## src/rtl/clint_axi.sv

```systemverilog
// rtl/clint_axi.sv - AXI4 single-beat slave holding the mtime/mtimecmp timer and timer interrupt
module clint_axi #(
    parameter logic [31:0] BASE     = 32'h0200_0000,
    parameter int          TICK_DIV = 1
) (
    input  logic        clk,
    input  logic        rst,
    input  logic [31:0] awaddr,
    input  logic        awvalid,
    output logic        awready,
    input  logic [3:0]  awid,
    input  logic [7:0]  awlen,
    input  logic [2:0]  awsize,
    input  logic [1:0]  awburst,
    input  logic [31:0] wdata,
    input  logic [3:0]  wstrb,
    input  logic        wlast,
    input  logic        wvalid,
    output logic        wready,
    output logic [1:0]  bresp,
    output logic        bvalid,
    output logic [3:0]  bid,
    input  logic        bready,
    input  logic [31:0] araddr,
    input  logic        arvalid,
    output logic        arready,
    input  logic [3:0]  arid,
    input  logic [7:0]  arlen,
    input  logic [2:0]  arsize,
    input  logic [1:0]  arburst,
    output logic [31:0] rdata,
    output logic [1:0]  rresp,
    output logic        rvalid,
    output logic        rlast,
    output logic [3:0]  rid,
    input  logic        rready,
    output logic        timer_irq
);

    localparam logic [1:0] RESP_OKAY   = 2'b00;
    localparam logic [1:0] RESP_SLVERR = 2'b10;
    localparam int PW = (TICK_DIV > 1) ? $clog2(TICK_DIV) : 1;
    localparam logic [PW-1:0] PRESC_MAX = PW'(TICK_DIV - 1);

    typedef enum logic [0:0] {R_IDLE, R_RESP} rstate_t;
    typedef enum logic [1:0] {W_IDLE, W_GOT_AW, W_GOT_W, W_RESP} wstate_t;

    // Only the four aligned words at offsets 0x0..0xC exist, and only single beats
    function automatic logic reg_ok(input logic [15:0] ofs, input logic [7:0] len);
        return (ofs[15:4] == 12'h000) && (ofs[1:0] == 2'b00) && (len == 8'd0);
    endfunction

    function automatic logic [31:0] merge_bytes(input logic [31:0] old_word,
                                                input logic [31:0] wr_word,
                                                input logic [3:0]  strb);
        logic [31:0] res;
        res = old_word;
        for (int i = 0; i < 4; i++) begin
            if (strb[i]) res[8*i +: 8] = wr_word[8*i +: 8];
        end
        return res;
    endfunction

    // Width/burst attributes and the upper address bits are decided by the crossbar
    logic unused_ok;
    assign unused_ok = ^{awsize, awburst, wlast, arsize, arburst, awaddr[31:16], araddr[31:16]};

    logic [63:0]   mtime, mtimecmp;
    logic [63:0]   mtime_inc, mtime_nxt, mtimecmp_nxt;
    logic [PW-1:0] presc;
    logic          tick;

    rstate_t       rstate;
    wstate_t       wstate;

    logic [15:0]   ar_ofs;
    logic [31:0]   rd_val;

    logic [15:0]   aw_ofs_q;
    logic [7:0]    aw_len_q;
    logic [3:0]    aw_id_q;
    logic [31:0]   w_data_q;
    logic [3:0]    w_strb_q;

    logic          aw_hs, w_hs, have_aw, have_w, wr_commit, wr_ok;
    logic [15:0]   wr_ofs;
    logic [7:0]    wr_len;
    logic [3:0]    wr_id;
    logic [31:0]   wr_data;
    logic [3:0]    wr_strb;

    assign arready = (rstate == R_IDLE);
    assign awready = (wstate == W_IDLE) || (wstate == W_GOT_W);
    assign wready  = (wstate == W_IDLE) || (wstate == W_GOT_AW);
    assign rlast   = rvalid;

    assign tick    = (presc == PRESC_MAX);
    assign ar_ofs  = araddr[15:0] - BASE[15:0];

    // A channel counts as present either from this cycle's handshake or from its latch
    assign aw_hs     = awvalid && awready;
    assign w_hs      = wvalid && wready;
    assign have_aw   = aw_hs || (wstate == W_GOT_AW);
    assign have_w    = w_hs || (wstate == W_GOT_W);
    assign wr_commit = have_aw && have_w;
    assign wr_ofs    = aw_hs ? (awaddr[15:0] - BASE[15:0]) : aw_ofs_q;
    assign wr_len    = aw_hs ? awlen : aw_len_q;
    assign wr_id     = aw_hs ? awid : aw_id_q;
    assign wr_data   = w_hs ? wdata : w_data_q;
    assign wr_strb   = w_hs ? wstrb : w_strb_q;
    assign wr_ok     = reg_ok(wr_ofs, wr_len);

    // Next timer state: written bytes override, unwritten mtime bytes take the ticked value
    always_comb begin
        mtime_inc    = mtime + {63'd0, tick};
        mtime_nxt    = mtime_inc;
        mtimecmp_nxt = mtimecmp;
        if (wr_commit && wr_ok) begin
            case (wr_ofs[3:2])
                2'd0:    mtime_nxt[31:0]     = merge_bytes(mtime_inc[31:0],  wr_data, wr_strb);
                2'd1:    mtime_nxt[63:32]    = merge_bytes(mtime_inc[63:32], wr_data, wr_strb);
                2'd2:    mtimecmp_nxt[31:0]  = merge_bytes(mtimecmp[31:0],  wr_data, wr_strb);
                default: mtimecmp_nxt[63:32] = merge_bytes(mtimecmp[63:32], wr_data, wr_strb);
            endcase
        end
    end

    // Read data selection from the current (pre-write) register contents
    always_comb begin
        rd_val = 32'd0;
        case (ar_ofs[3:2])
            2'd0:    rd_val = mtime[31:0];
            2'd1:    rd_val = mtime[63:32];
            2'd2:    rd_val = mtimecmp[31:0];
            default: rd_val = mtimecmp[63:32];
        endcase
    end

    // Timer registers, prescaler and the registered compare output
    always_ff @(posedge clk or negedge rst) begin
        if (!rst) begin
            mtime     <= 64'd0;
            mtimecmp  <= 64'hFFFF_FFFF_FFFF_FFFF;
            presc     <= '0;
            timer_irq <= 1'b0;
        end else begin
            mtime     <= mtime_nxt;
            mtimecmp  <= mtimecmp_nxt;
            presc     <= tick ? '0 : presc + 1'b1;
            timer_irq <= (mtime >= mtimecmp);
        end
    end

    // Read FSM: accept one address, hold the response until the master takes it
    always_ff @(posedge clk or negedge rst) begin
        if (!rst) begin
            rstate <= R_IDLE;
            rvalid <= 1'b0;
            rdata  <= 32'd0;
            rresp  <= RESP_OKAY;
            rid    <= 4'd0;
        end else begin
            case (rstate)
                R_IDLE: begin
                    if (arvalid) begin
                        rstate <= R_RESP;
                        rvalid <= 1'b1;
                        rid    <= arid;
                        if (reg_ok(ar_ofs, arlen)) begin
                            rdata <= rd_val;
                            rresp <= RESP_OKAY;
                        end else begin
                            rdata <= 32'd0;
                            rresp <= RESP_SLVERR;
                        end
                    end
                end
                default: begin
                    if (rready) begin
                        rstate <= R_IDLE;
                        rvalid <= 1'b0;
                    end
                end
            endcase
        end
    end

    // Write FSM: latch AW and W independently, commit once both are held, then respond
    always_ff @(posedge clk or negedge rst) begin
        if (!rst) begin
            wstate   <= W_IDLE;
            bvalid   <= 1'b0;
            bresp    <= RESP_OKAY;
            bid      <= 4'd0;
            aw_ofs_q <= 16'd0;
            aw_len_q <= 8'd0;
            aw_id_q  <= 4'd0;
            w_data_q <= 32'd0;
            w_strb_q <= 4'd0;
        end else begin
            if (aw_hs) begin
                aw_ofs_q <= awaddr[15:0] - BASE[15:0];
                aw_len_q <= awlen;
                aw_id_q  <= awid;
            end
            if (w_hs) begin
                w_data_q <= wdata;
                w_strb_q <= wstrb;
            end
            case (wstate)
                W_RESP: begin
                    if (bready) begin
                        wstate <= W_IDLE;
                        bvalid <= 1'b0;
                    end
                end
                default: begin
                    if (wr_commit) begin
                        wstate <= W_RESP;
                        bvalid <= 1'b1;
                        bid    <= wr_id;
                        bresp  <= wr_ok ? RESP_OKAY : RESP_SLVERR;
                    end else if (have_aw) begin
                        wstate <= W_GOT_AW;
                    end else if (have_w) begin
                        wstate <= W_GOT_W;
                    end
                end
            endcase
        end
    end

endmodule

```

## config.mk

```make
export PLATFORM = sky130hd
export DESIGN_NAME = clint_axi
export DESIGN_NICKNAME = d
export VERILOG_FILES = /design/src/rtl/clint_axi.sv
export SDC_FILE = /design/constraint.sdc
export NUM_CORES = 1
export LEC_CHECK = 0
export CAP_MARGIN = 20
export CORE_ASPECT_RATIO = 0.75
export CORE_UTILIZATION = 50
export DETAILED_ROUTE_END_ITERATION = 8
export PLACE_DENSITY = 0.85
export SYNTH_ARGS = -nofsm -noshare
export SYNTH_HDL_FRONTEND = slang
export SYNTH_SLANG_ARGS = --single-unit
```

## constraint.sdc

```tcl
create_clock -name clk -period 3.2 [get_ports clk]
set_clock_uncertainty 0.2 [all_clocks]
set_input_delay 0.48 -clock clk [delete_from_list [all_inputs] [get_ports clk]]
set_output_delay 0.48 -clock clk [all_outputs]
set_load 0.05 [all_outputs]
```

### Word level (Yosys, flattened, before mapping)

Cells that the tools add are included.

| word-level totals | value |
|---|---|
| register bits after elaboration | 243 |
| input port bits | 142 |
| output and inout bits | 51 |

| cells by class | value |
|---|---|
| add/sub/neg operators | 2 |
| bitwise operators | 4 |
| $lt $le $gt $ge | 1 |
| reductions and logical operators | 38 |
| multiplexer cells | 35 |
| equal/unequal tests | 9 |

Operator list:

| cell | number |
|---|---|
| 32-bit two-way mux | 4 |
| 32-bit case mux with 3 select lines | 1 |
| 8-bit two-way mux | 9 |
| 64-bit by 1-bit adder with 64-bit output | 1 |
| 64-bit >= comparator | 1 |
| 64-bit two-way mux | 1 |
| 12-bit zero test | 2 |
| 3-bit AND reduction | 8 |
| 8-bit zero test | 2 |
| 16-bit two-way mux | 1 |
| 2-bit two-way mux | 7 |
| 2-bit zero test | 5 |
| 1-bit two-way mux | 10 |
| 2-bit AND reduction | 5 |
| 2-bit == test (second input constant) | 4 |
| 1-bit logical AND | 8 |
| 4-bit two-way mux | 2 |
| 2-bit by 1-bit == test with 1-bit output (second input constant) | 3 |
| 1-bit logical OR | 4 |
| 2-bit inequality test (second input constant) | 2 |
| 1-bit inverter | 4 |
| 2-bit nonzero test | 2 |
| 4-bit nonzero test | 1 |
| 3-bit OR reduction | 1 |
| 1-bit adder (second input constant) | 1 |

### Logic depth before layout (Yosys ltp)

Gate-level depths: netlist (run 1).

| logic depth | value |
|---|---|
| depth in word-level cells | 9 |
| mapped depth | 9 |
| depth with buffers taken out | 8 |

### Worst setup path before layout (run 1)

No wires, ideal clock.

| timing | value |
|---|---|
| path kind | input port to flip-flop |
| from | in awlen[0] |
| to | reg mtime[1] |
| arrival time | 2.261 ns |
| path buffers | 0 |
| stages on the path | 6 |
| data required time | 2.875 ns |
| path slack | 0.614 ns |
| path through | nor4_1 nand2_1 nor4_4 o21ai_2 nor3_4 mux2_2 |

| on the way | value |
|---|---|
| longest elaborated chain between the ends | 5 |

RTL lines:

| what | line | source |
|---|---|---|
| start: declaration | 12 | `input logic [7:0] awlen,` |
| 8-bit two-way mux | -- |  |
| 8-bit zero test | 50 | `return (ofs[15:4] == 12'h000) && (ofs[1:0] == 2'b00) && (len == 8'd0);` |
| 1-bit logical AND | 50 |  |
| 1-bit logical AND | 118 | `if (wr_commit && wr_ok) begin` |
| 64-bit two-way mux | 118 |  |
| named net mtime_nxt[1] | 69 | `logic [63:0] mtime_inc, mtime_nxt, mtimecmp_nxt;` |
| end signal: assignment | 147 | `mtime <= mtime_nxt;` |
| end: declaration | 68 | `logic [63:0] mtime, mtimecmp;` |

The timed path passes the listed nets, and every way through them passes these cells.
A chain may end at the register's enable or synchronous reset.

### Worst setup path after layout (run 1)

| timing | value |
|---|---|
| from | reg mtime[25] |
| to | reg mtime[49] |

| on the way | value |
|---|---|
| longest elaborated chain between the ends | 4 |

RTL lines:

| what | line | source |
|---|---|---|
| 64-bit by 1-bit adder with 64-bit output * | 115 | `mtime_inc = mtime + {63'd0, tick};` |
| 8-bit two-way mux | 59 | `if (strb[i]) res[8*i +: 8] = wr_word[8*i +: 8];` |
| 32-bit two-way mux | 119 | `case (wr_ofs[3:2])` |
| 64-bit two-way mux * | 118 |  |
| named net mtime_nxt[49] | 69 |  |

The timed path passes the listed nets; every way through them passes the cells marked *.

==> impl_results.rst, run 1 <==
.. list-table::
   :header-rows: 1

   * - Metric
     - Value
   * - # hold bufs at CTS
     - 1
   * - Most used flip-flop cell after synthesis
     - sky130_fd_sc_hd__dfrtp_1
   * - Number of H-tree levels
     - 1
   * - Area taken by multi-input logic gates
     - 6140 um^2
   * - Combined global-route utilization of all metal layers
     - 26.5%
   * - Relative slew slack
     - 43.1%
   * - Final critical path time including I/O delays and setup
     - 2800 ps
   * - Setup repair after global routing missed its margin
     - false
   * - Post-route worst hold slack
     - 278 ps
   * - Async SR Flop Fraction
     - 100%
   * - Cell taking the most area after synthesis
     - sky130_fd_sc_hd__dfrtp_1
   * - Insertion delay of the later-clocked pin in the worst-skew pair
     - 520 ps
   * - Effective utilization at floorplan
     - 51.5%
   * - Yosys warning count
     - 0
   * - Area fraction of the dominant cell type after synthesis
     - 33.9%
   * - Kind of path behind the tightest hold check
     - reg -> reg
   * - Data arrival time of the worst path
     - 2970 ps
   * - Final setup violation count
     - 0
   * - Detailed placement HPWL
     - 25.4 mm
   * - Antenna violations before repair
     - 0
   * - Summed area of non-filler cells in the final layout
     - 16000 um^2
   * - Number of input and output port buffers inserted
     - 147
   * - Highest fanout seen on the critical path
     - 10
   * - Number of top-level design ports
     - 193
   * - 1st-pass router iterations
     - 5
   * - Avg Cell Area, Syn
     - 9.92 um^2
   * - Grt total ovfl
     - 0
   * - Leakage power summed over all cells
     - 0.00667 uW
   * - Vias
     - 10583
   * - Final Hold Viols
     - 0
   * - Final worst slack
     - 402 ps
   * - Part of the Yosys area used for sequential elements
     - 46.8%
   * - Layout cells sized above 1
     - 14.4%
   * - Area used by sequential logic in the layout
     - 6090 um^2
   * - Number of inserted diodes
     - 0
   * - DRC Markers
     - 0
   * - Vias per std cell
     - 5.74
   * - Final antenna-violating net count
     - 0
   * - Maximum frequency from static timing analysis
     - 357 MHz
   * - Worst-Margin Slew
     - 854 ps
   * - First-pass GRT wire length
     - 56.1 mm
   * - Per-cell routed wire length
     - 18.8 um
   * - Number of flops mapped to enable cells by yosys
     - 0
   * - Post-detailed-routing wire length
     - 34.6 mm
   * - Power density of the placed cells
     - 557 nW/um^2
   * - Height of the chip
     - 142 um
   * - # Post-CTS Setup Buffers
     - 0
   * - Via count of the first global-routing pass
     - 10725
   * - Number of DRC markers in iteration 0
     - 1163
   * - Area after DPL
     - 15200 um^2
   * - Fraction of met3 tracks used by global routing
     - 6.68%
   * - Area added between synthesis and finish
     - 22.8%
   * - Number of clock buffers inserted by TritonCTS
     - 25
   * - Chip width
     - 188 um
   * - Kind of critical path
     - reg -> reg
   * - Number of instances resized during post-cts repair
     - 0
   * - Number of nets in the layout
     - 1694
   * - Pin count of the biggest net entering global routing
     - 72
   * - Crit share post-route
     - 87.4%
   * - Critical Path Source Type
     - flip-flop
   * - Status
     - completed
   * - Maximum root-to-sink buffer count
     - 3
   * - Final count of pins violating max slew
     - 0
   * - WP data required
     - 3370 ps
   * - Mapped cell area
     - 13000 um^2
   * - Fin cells
     - 1843
   * - Clk root buf
     - sky130_fd_sc_hd__clkbuf_16
   * - Cells taking the most area after synthesis
     - sky130_fd_sc_hd__dfrtp_1 (34%), sky130_fd_sc_hd__dfstp_2 (13%), sky130_fd_sc_hd__nand2_1 (6.7%)
   * - FP Rows
     - 50
   * - Met1 global-route usage
     - 35.6%
   * - Met2 routing resource usage after global routing
     - 42.7%
   * - Worst ir drop on vdd
     - 0.411 mV
   * - Number of inserted filler cells in the final layout
     - 1960
   * - Post-CTS clock slew at the launch and capture registers of the worst setup and hold paths
     - 60 ps
   * - Gate count of the mapped netlist
     - 1311
   * - Instance count after placement with tap cells included
     - 1797
   * - Max capacitance violation total
     - 0
   * - Post-route setup TNS
     - 0 ps
   * - Pre-CTS setup slack
     - 126 ps
   * - Core Area
     - 25300 um^2
   * - Type of destination of the critical path
     - flip-flop
   * - Final weighted congestion in routability-driven placement
     - 0.986
   * - TritonCTS clock tree
     - built
   * - Number of unique standard cell types used by synthesis
     - 58
   * - Total die area
     - 26700 um^2
   * - Routing layer with the top usage in global route
     - met2
   * - Yosys reg bits
     - 240
   * - TritonCTS sink count
     - 240
==> cell usage after synthesis (4+ instances only) <==
master and number:
sky130_fd_sc_hd__nor2b_1 5, sky130_fd_sc_hd__mux2i_1 67, sky130_fd_sc_hd__buf_2 5, sky130_fd_sc_hd__xnor2_1 56, sky130_fd_sc_hd__nand4_1 28, sky130_fd_sc_hd__or3_1 6
sky130_fd_sc_hd__inv_1 149, sky130_fd_sc_hd__o211ai_1 4, sky130_fd_sc_hd__o21a_1 4, sky130_fd_sc_hd__o2111ai_1 8, sky130_fd_sc_hd__nand3_1 27, sky130_fd_sc_hd__o21ai_0 119
sky130_fd_sc_hd__a211oi_1 4, sky130_fd_sc_hd__ha_1 65, sky130_fd_sc_hd__nor4_1 34, sky130_fd_sc_hd__buf_1 10, sky130_fd_sc_hd__nor3_1 18, sky130_fd_sc_hd__buf_4 6
sky130_fd_sc_hd__a2111oi_4 4, sky130_fd_sc_hd__clkbuf_1 28, sky130_fd_sc_hd__a21o_1 11, sky130_fd_sc_hd__dfstp_2 64, sky130_fd_sc_hd__nor2_1 48, sky130_fd_sc_hd__mux2_2 9
sky130_fd_sc_hd__a21oi_1 37, sky130_fd_sc_hd__dfrtp_1 176, sky130_fd_sc_hd__nand2_1 233, sky130_fd_sc_hd__a21oi_2 4, sky130_fd_sc_hd__xor2_1 6, sky130_fd_sc_hd__and3_1 5
sky130_fd_sc_hd__mux4_2 32, sky130_fd_sc_hd__and4_1 6
==> metal layers <==
layer,part of all wire (%),up-vias
met3,9.9,90
met2,46,487
met4,2.8,0
met5,0,-
li1,-,4859
met1,42,5147
==> placed cells by master, fill, tap and decap left out, drive strengths merged, types with 4 or more instances in the layout <==
cell type        n
mux2i           67
a2111oi          5
o2111ai          8
or3              6
dfrtp          176
buf             53
mux4            32
o211ai           4
xnor2           56
nand4           28
and4             6
xor2             6
a21oi           41
clkdlybuf4s50  145
o21a             4
nor2            48
o21ai          120
ha              65
and3             5
clkinv           6
dfstp           64
nand2          233
nor3            20
nand3           27
inv            149
clkbuf          37
a211oi           4
mux2             9
nor2b            5
nor4            37
a21o            11
==> cell families after synthesis <==
group,synth area share [%]
xor gates and xnor gates,4.17
and+or+nand+nor,15.3
DFF,46.8
muxes,11.5
adders and majority gates,6.25
other,0.0288
buffers and inverters,6.11
AOI/OAI and AO/OA,9.92
==> critical path, cell delays in order (launching register included) <==
cell and delay, ps:
sky130_fd_sc_hd__dfrtp_1 470, sky130_fd_sc_hd__and4_1 360, sky130_fd_sc_hd__nand4_1 550, sky130_fd_sc_hd__or4_1 620, sky130_fd_sc_hd__nor2_1 180, sky130_fd_sc_hd__xnor2_1 170
sky130_fd_sc_hd__mux2i_1 100
==> flip-flops by register name, indices dropped and copies added (netlist names) <==
signal	cells
aw_id_q	4
rdata	32
mtimecmp	64
aw_ofs_q	16
rid	4
mtime	64
bvalid	1
timer_irq	1
w_data_q	32
aw_len_q	8
bresp	1
wstate	2
rresp	1
rstate	1
bid	4
rlast	1
w_strb_q	4
==> final cells by class <==
class                           count  share of cell area (%)
Tap cell                          338                    2.65
Timing Repair Buffer              199                    12.3
Multi-Input combinational cell    872                    38.4
Inverter                          149                    3.50
Clock buffer                       37                    4.57
Sequential cell                   240                    38.1
Clock inverter                      8                   0.446
==> worst paths after layout <==
kind	from	endpoint	slack [ps]	depth (start not counted)
min in group asynchronous	rst	rdata[3]	310	2
hold reg to reg	aw_id_q[1]	aw_id_q[1]	280	2
setup / recovery	mtime[25]	mtime[49]	400	6
hold / removal	aw_id_q[1]	aw_id_q[1]	280	2
setup reg to reg	mtime[25]	mtime[49]	400	6
max in group asynchronous	rst	mtimecmp[52]	1650	3
==> where the power goes <==
| part | switching [uW] | total (uW) | leakage (uW) | internal, uW |
|---|---|---|---|---|
| Clock | 1200 | 2850 | 0.000396 | 1660 |
| Sequential | 287 | 3840 | 0.00274 | 3550 |
| Combinational | 1410 | 2210 | 0.00353 | 797 |
| Total | 2890 | 8900 | 0.00667 | 6010 |
==> stage by stage <==
stage               total power [uW]  utilization, %
floorplan                       5210               -
global placement                5950            60.0
detailed placement              6060            60.0
CTS                             8920            63.2
global route                    9310            63.2
finish                          8900            63.2
Power figures use the tool's default switching activity.
==> inputs of run 2 (changes only) <==
ABC_AREA = 1   (was default)
PLACE_DENSITY = 0.83   (was 0.85)
SLEW_MARGIN = 20   (was default)
==> run 2 against run 1 <==
Maximum frequency fell by 5.7%. Flip-flop and latch count stayed put. Setup slack got worse by 170 ps. Critical path type unchanged.
==> impl_results.rst, run 2 <==
.. list-table::
   :header-rows: 1

   * - Metric
     - Value
   * - Status
     - completed (unchanged)
   * - Vias per std cell
     - 5.60 (was 5.74)
   * - Pre-CTS setup slack
     - -227 ps (was 126 ps)
   * - Cells taking the most area after synthesis
     - sky130_fd_sc_hd__dfrtp_1 (30%), sky130_fd_sc_hd__nand2_1 (16%), sky130_fd_sc_hd__dfstp_2 (11%) (was sky130_fd_sc_hd__dfrtp_1 (34%), sky130_fd_sc_hd__dfstp_2 (13%), sky130_fd_sc_hd__nand2_1 (6.7%))
   * - Part of the Yosys area used for sequential elements
     - 41.2% (was 46.8%)
   * - First-pass GRT wire length
     - 80.0 mm (was 56.1 mm)
   * - RR Endpoint
     - mtime[60] (was mtime[49])
   * - Post-detailed-routing wire length
     - 52.9 mm (was 34.6 mm)
   * - Height of the chip
     - 151 um (was 142 um)
   * - Final setup violation count
     - 0 (unchanged)
   * - Final antenna-violating net count
     - 0 (unchanged)
   * - Kind of path behind the tightest hold check
     - reg -> reg (unchanged)
   * - Critical Path Source Type
     - flip-flop (unchanged)
   * - Slowest cell on the critical path
     - sky130_fd_sc_hd__nor2_2 (was sky130_fd_sc_hd__or4_1)
   * - Maximum frequency from static timing analysis
     - 337 MHz (was 357 MHz)
   * - Worst-case register-to-register setup slack
     - 230 ps (was 400 ps)
   * - Cell family contributing the most delay on the critical path
     - simple AND/OR/NAND/NOR gates (unchanged)
   * - Highest fanout seen on the critical path
     - 34 (was 10)
   * - Maximum root-to-sink buffer count
     - 3 (unchanged)
   * - Final weighted congestion in routability-driven placement
     - 1.07 (was 0.986)
   * - Type of destination of the critical path
     - flip-flop (unchanged)
   * - Final Hold Viols
     - 0 (unchanged)
   * - Area added between synthesis and finish
     - 22.2% (was 22.8%)
   * - Worst-Margin Slew
     - 707 ps (was 854 ps)
   * - Power density of the placed cells
     - 574 nW/um^2 (was 557 nW/um^2)
   * - Final worst slack
     - 234 ps (was 402 ps)
   * - Setup repair after global routing missed its margin
     - false (unchanged)
   * - TritonCTS sink count
     - 240 (unchanged)
   * - Final critical path time including I/O delays and setup
     - 2970 ps (was 2800 ps)
   * - Worst setup path end
     - mtime[60] (was mtime[49])
   * - Pin count of the biggest net entering global routing
     - 88 (was 72)
   * - Most frequent cells after synthesis
     - sky130_fd_sc_hd__nand2_1 (648), sky130_fd_sc_hd__inv_1 (236), sky130_fd_sc_hd__dfrtp_1 (176), sky130_fd_sc_hd__nor2_1 (176), sky130_fd_sc_hd__nand4_1 (129) (was sky130_fd_sc_hd__nand2_1 (233), sky130_fd_sc_hd__dfrtp_1 (176), sky130_fd_sc_hd__inv_1 (149), sky130_fd_sc_hd__o21ai_0 (119), sky130_fd_sc_hd__mux2i_1 (67))
   * - Most common cell in the synthesized netlist
     - sky130_fd_sc_hd__nand2_1 (unchanged)
   * - Chip width
     - 200 um (was 188 um)
   * - Data arrival time of the worst path
     - 3170 ps (was 2970 ps)
   * - Library cell appearing most often on the critical path
     - sky130_fd_sc_hd__nand2_1
   * - Total power after layout
     - 10400 uW (was 8900 uW)
   * - Post-route setup TNS
     - 0 ps (unchanged)
   * - Number of DRC markers in iteration 0
     - 1466 (was 1163)
   * - Cell depth of the worst flop-to-flop path
     - 11 (was 6)
   * - Kind of critical path
     - reg -> reg (unchanged)
   * - Xor/xnor share of the synthesized area
     - 2.49% (was 4.17%)
   * - Crit share post-route
     - 92.7% (was 87.4%)
   * - Timing startpoint of the critical path
     - wstate[0] (was mtime[25])
   * - Relative slew slack
     - 52.5% (was 43.1%)
   * - Number of nets in the layout
     - 2388 (was 1694)
   * - Post-CTS clock slew at the launch and capture registers of the worst setup and hold paths
     - 60 ps (about the same)
   * - Number of inserted filler cells in the final layout
     - 2594 (was 1960)
   * - Dominant combinational cell family by area after synthesis
     - simple AND/OR/NAND/NOR gates (unchanged)
   * - Simple-gate share of the synthesized area
     - 33.2% (was 15.3%)
   * - Gate count of the mapped netlist
     - 2000 (was 1311)
   * - Number of top-level design ports
     - 193 (unchanged)
   * - DRC Markers
     - 0 (unchanged)
   * - FP Rows
     - 54 (was 50)
   * - Avg Cell Area, Syn
     - 7.38 um^2 (was 9.92 um^2)
   * - 1st-pass router iterations
     - 6 (was 5)
   * - Worst r2r src
     - wstate[0] (was mtime[25])
   * - Post-route worst hold slack
     - 253 ps (was 278 ps)
   * - WP data required
     - 3410 ps (was 3370 ps)
   * - Leakage power summed over all cells
     - 0.00822 uW (was 0.00667 uW)
   * - Number of clock buffers inserted by TritonCTS
     - 26 (was 25)
   * - Max capacitance violation total
     - 0 (unchanged)
   * - Regs by FF count
     - mtime (64), mtimecmp (64) (unchanged)
   * - Most common cell after layout, fill and taps aside
     - sky130_fd_sc_hd__nand2_1 (unchanged)
   * - Grt total ovfl
     - 0 (unchanged)
   * - Via count of the first global-routing pass
     - 13742 (was 10725)
   * - Vias
     - 14526 (was 10583)
   * - Number of input and output port buffers inserted
     - 147 (unchanged)
   * - Yosys warning count
     - 0 (unchanged)
   * - Critical path cell sequence
     - inv_2, nand2_4, nand2_1, nand2_1, nor2_1, nand2_1, nor2_2, nand4_1, buf_4, nand2_1, o21ai_1 (was and4_1, nand4_1, or4_1, nor2_1, xnor2_1, mux2i_1)
   * - Antenna violations before repair
     - 3 (was 0)
   * - Async SR Flop Fraction
     - 100% (unchanged)
   * - Core Area
     - 29100 um^2 (was 25300 um^2)
   * - Post-synthesis mux area share
     - 0.686% (was 11.5%)
   * - Post-synthesis share of cell area spent on full adders, half adders and majority gates
     - 5.51% (was 6.25%)
   * - Total die area
     - 30200 um^2 (was 26700 um^2)
   * - Mapped cell area
     - 14800 um^2 (was 13000 um^2)
   * - Clk root buf
     - sky130_fd_sc_hd__clkbuf_16 (unchanged)
   * - Detailed placement HPWL
     - 40.8 mm (was 25.4 mm)
   * - Most used flip-flop cell after synthesis
     - sky130_fd_sc_hd__dfrtp_1 (unchanged)
   * - Effective utilization at floorplan
     - 50.8% (was 51.5%)
   * - Number of unique standard cell types used by synthesis
     - 44 (was 58)
   * - Number of H-tree levels
     - 1 (unchanged)
   * - Layout cells sized above 1
     - 10.1% (was 14.4%)
   * - Per-cell routed wire length
     - 20.4 um (was 18.8 um)
   * - Combined global-route utilization of all metal layers
     - 35.0% (was 26.5%)
   * - Worst ir drop on vdd
     - 0.569 mV (was 0.411 mV)
   * - Final count of pins violating max slew
     - 0 (unchanged)
   * - Insertion delay of the later-clocked pin in the worst-skew pair
     - 570 ps (was 520 ps)
   * - Number of flops mapped to enable cells by yosys
     - 0 (unchanged)
   * - Critical Path Max Stage Delay
     - 490 ps (was 620 ps)
   * - Synthesized-area fraction occupied by ao, oa, aoi and oai cells
     - 7.85% (was 9.92%)
   * - TritonCTS clock tree
     - built (unchanged)
   * - CP Buf/Inv Count
     - 2 (was 0)
   * - Cell taking the most area after synthesis
     - sky130_fd_sc_hd__dfrtp_1 (unchanged)
   * - Commonest cells after routing, fill and taps aside
     - sky130_fd_sc_hd__nand2_1 (648), sky130_fd_sc_hd__inv_1 (236), sky130_fd_sc_hd__dfrtp_1 (176), sky130_fd_sc_hd__nor2_1 (174), sky130_fd_sc_hd__clkdlybuf4s50_1 (146) (was sky130_fd_sc_hd__nand2_1 (233), sky130_fd_sc_hd__dfrtp_1 (176), sky130_fd_sc_hd__inv_1 (149), sky130_fd_sc_hd__clkdlybuf4s50_1 (145), sky130_fd_sc_hd__o21ai_0 (119))
   * - Area fraction of the dominant cell type after synthesis
     - 29.8% (was 33.9%)
   * - Yosys reg bits
     - 240 (unchanged)
   * - Logic depth of the worst setup path including buffers
     - 11 (was 6)
[run 2: how the worst min path moves through the flow]
stage                     startpoint    endpoint  cells after the start
after floorplan                  rst  aw_id_q[0]                      0
after global placement        rstate       rlast                      1
after detailed placement      rstate       rlast                      1
after CTS                     rstate       rlast                      1
after global routing          rstate       rlast                      1
final                         rstate       rlast                      1
[run 2: repair_timing]
| action | in CTS | in global routing |
|---|---|---|
| setup buffers | 0 | 0 |
| hold buffers | 1 | 0 |
| gates resized for setup | 0 | 2 |
| hold endpoints to repair | 66 | 0 |
| setup endpoints to repair | 0 | 42 |
[run 2: through the flow]
step / cells / utilization (%) / instance area [um^2]
after floorplan: 2001 / - / 14800
after global placement: 2544 / 58.8 / 17100
after detailed placement: 2544 / 58.8 / 17100
after CTS: 2593 / 62.1 / 18000
after global routing: 2593 / 62.1 / 18000
final: 2595 / 62.1 / 18000
[run 2: cells by family after synthesis]
kind of cell	after synthesis
DFF	240
and+or+nand+nor	1124
adders and majority gates	65
buffers and inverters	316
AOI/OAI and AO/OA	203
muxes	9
xor gates and xnor gates	42
other	1
[run 2: where the power goes]
group          internal [uW]  leakage [uW]  switching, uW  total [uW]
clock                   2020      0.000459           1310        3330
sequential              3510       0.00290            180        3690
combinational            984       0.00486           2350        3330
total                   6520       0.00822           3840       10400
[run 2: routing by layer]
layer | vias up | wire (um) | track usage (%)
li1 | 6903 | - | -
met1 | 6954 | 24300 | 51.1
met2 | 604 | 21700 | 50.5
met3 | 65 | 6090 | 11.4
met4 | 0 | 896 | 6.95
met5 | - | 0 | 0
[run 2: cell type report]
class | count | area [um^2] | share of cell area, %
clock buffers | 37 | 783 | 4.34
multi-input cells | 1445 | 7360 | 40.8
inverters | 240 | 901 | 4.99
repair buffers | 228 | 2250 | 12.5
diodes | 2 | 5.00 | 0.0277
flip-flops and latches | 240 | 6090 | 33.7
well taps | 392 | 490 | 2.72
clock inverters | 11 | 163 | 0.902
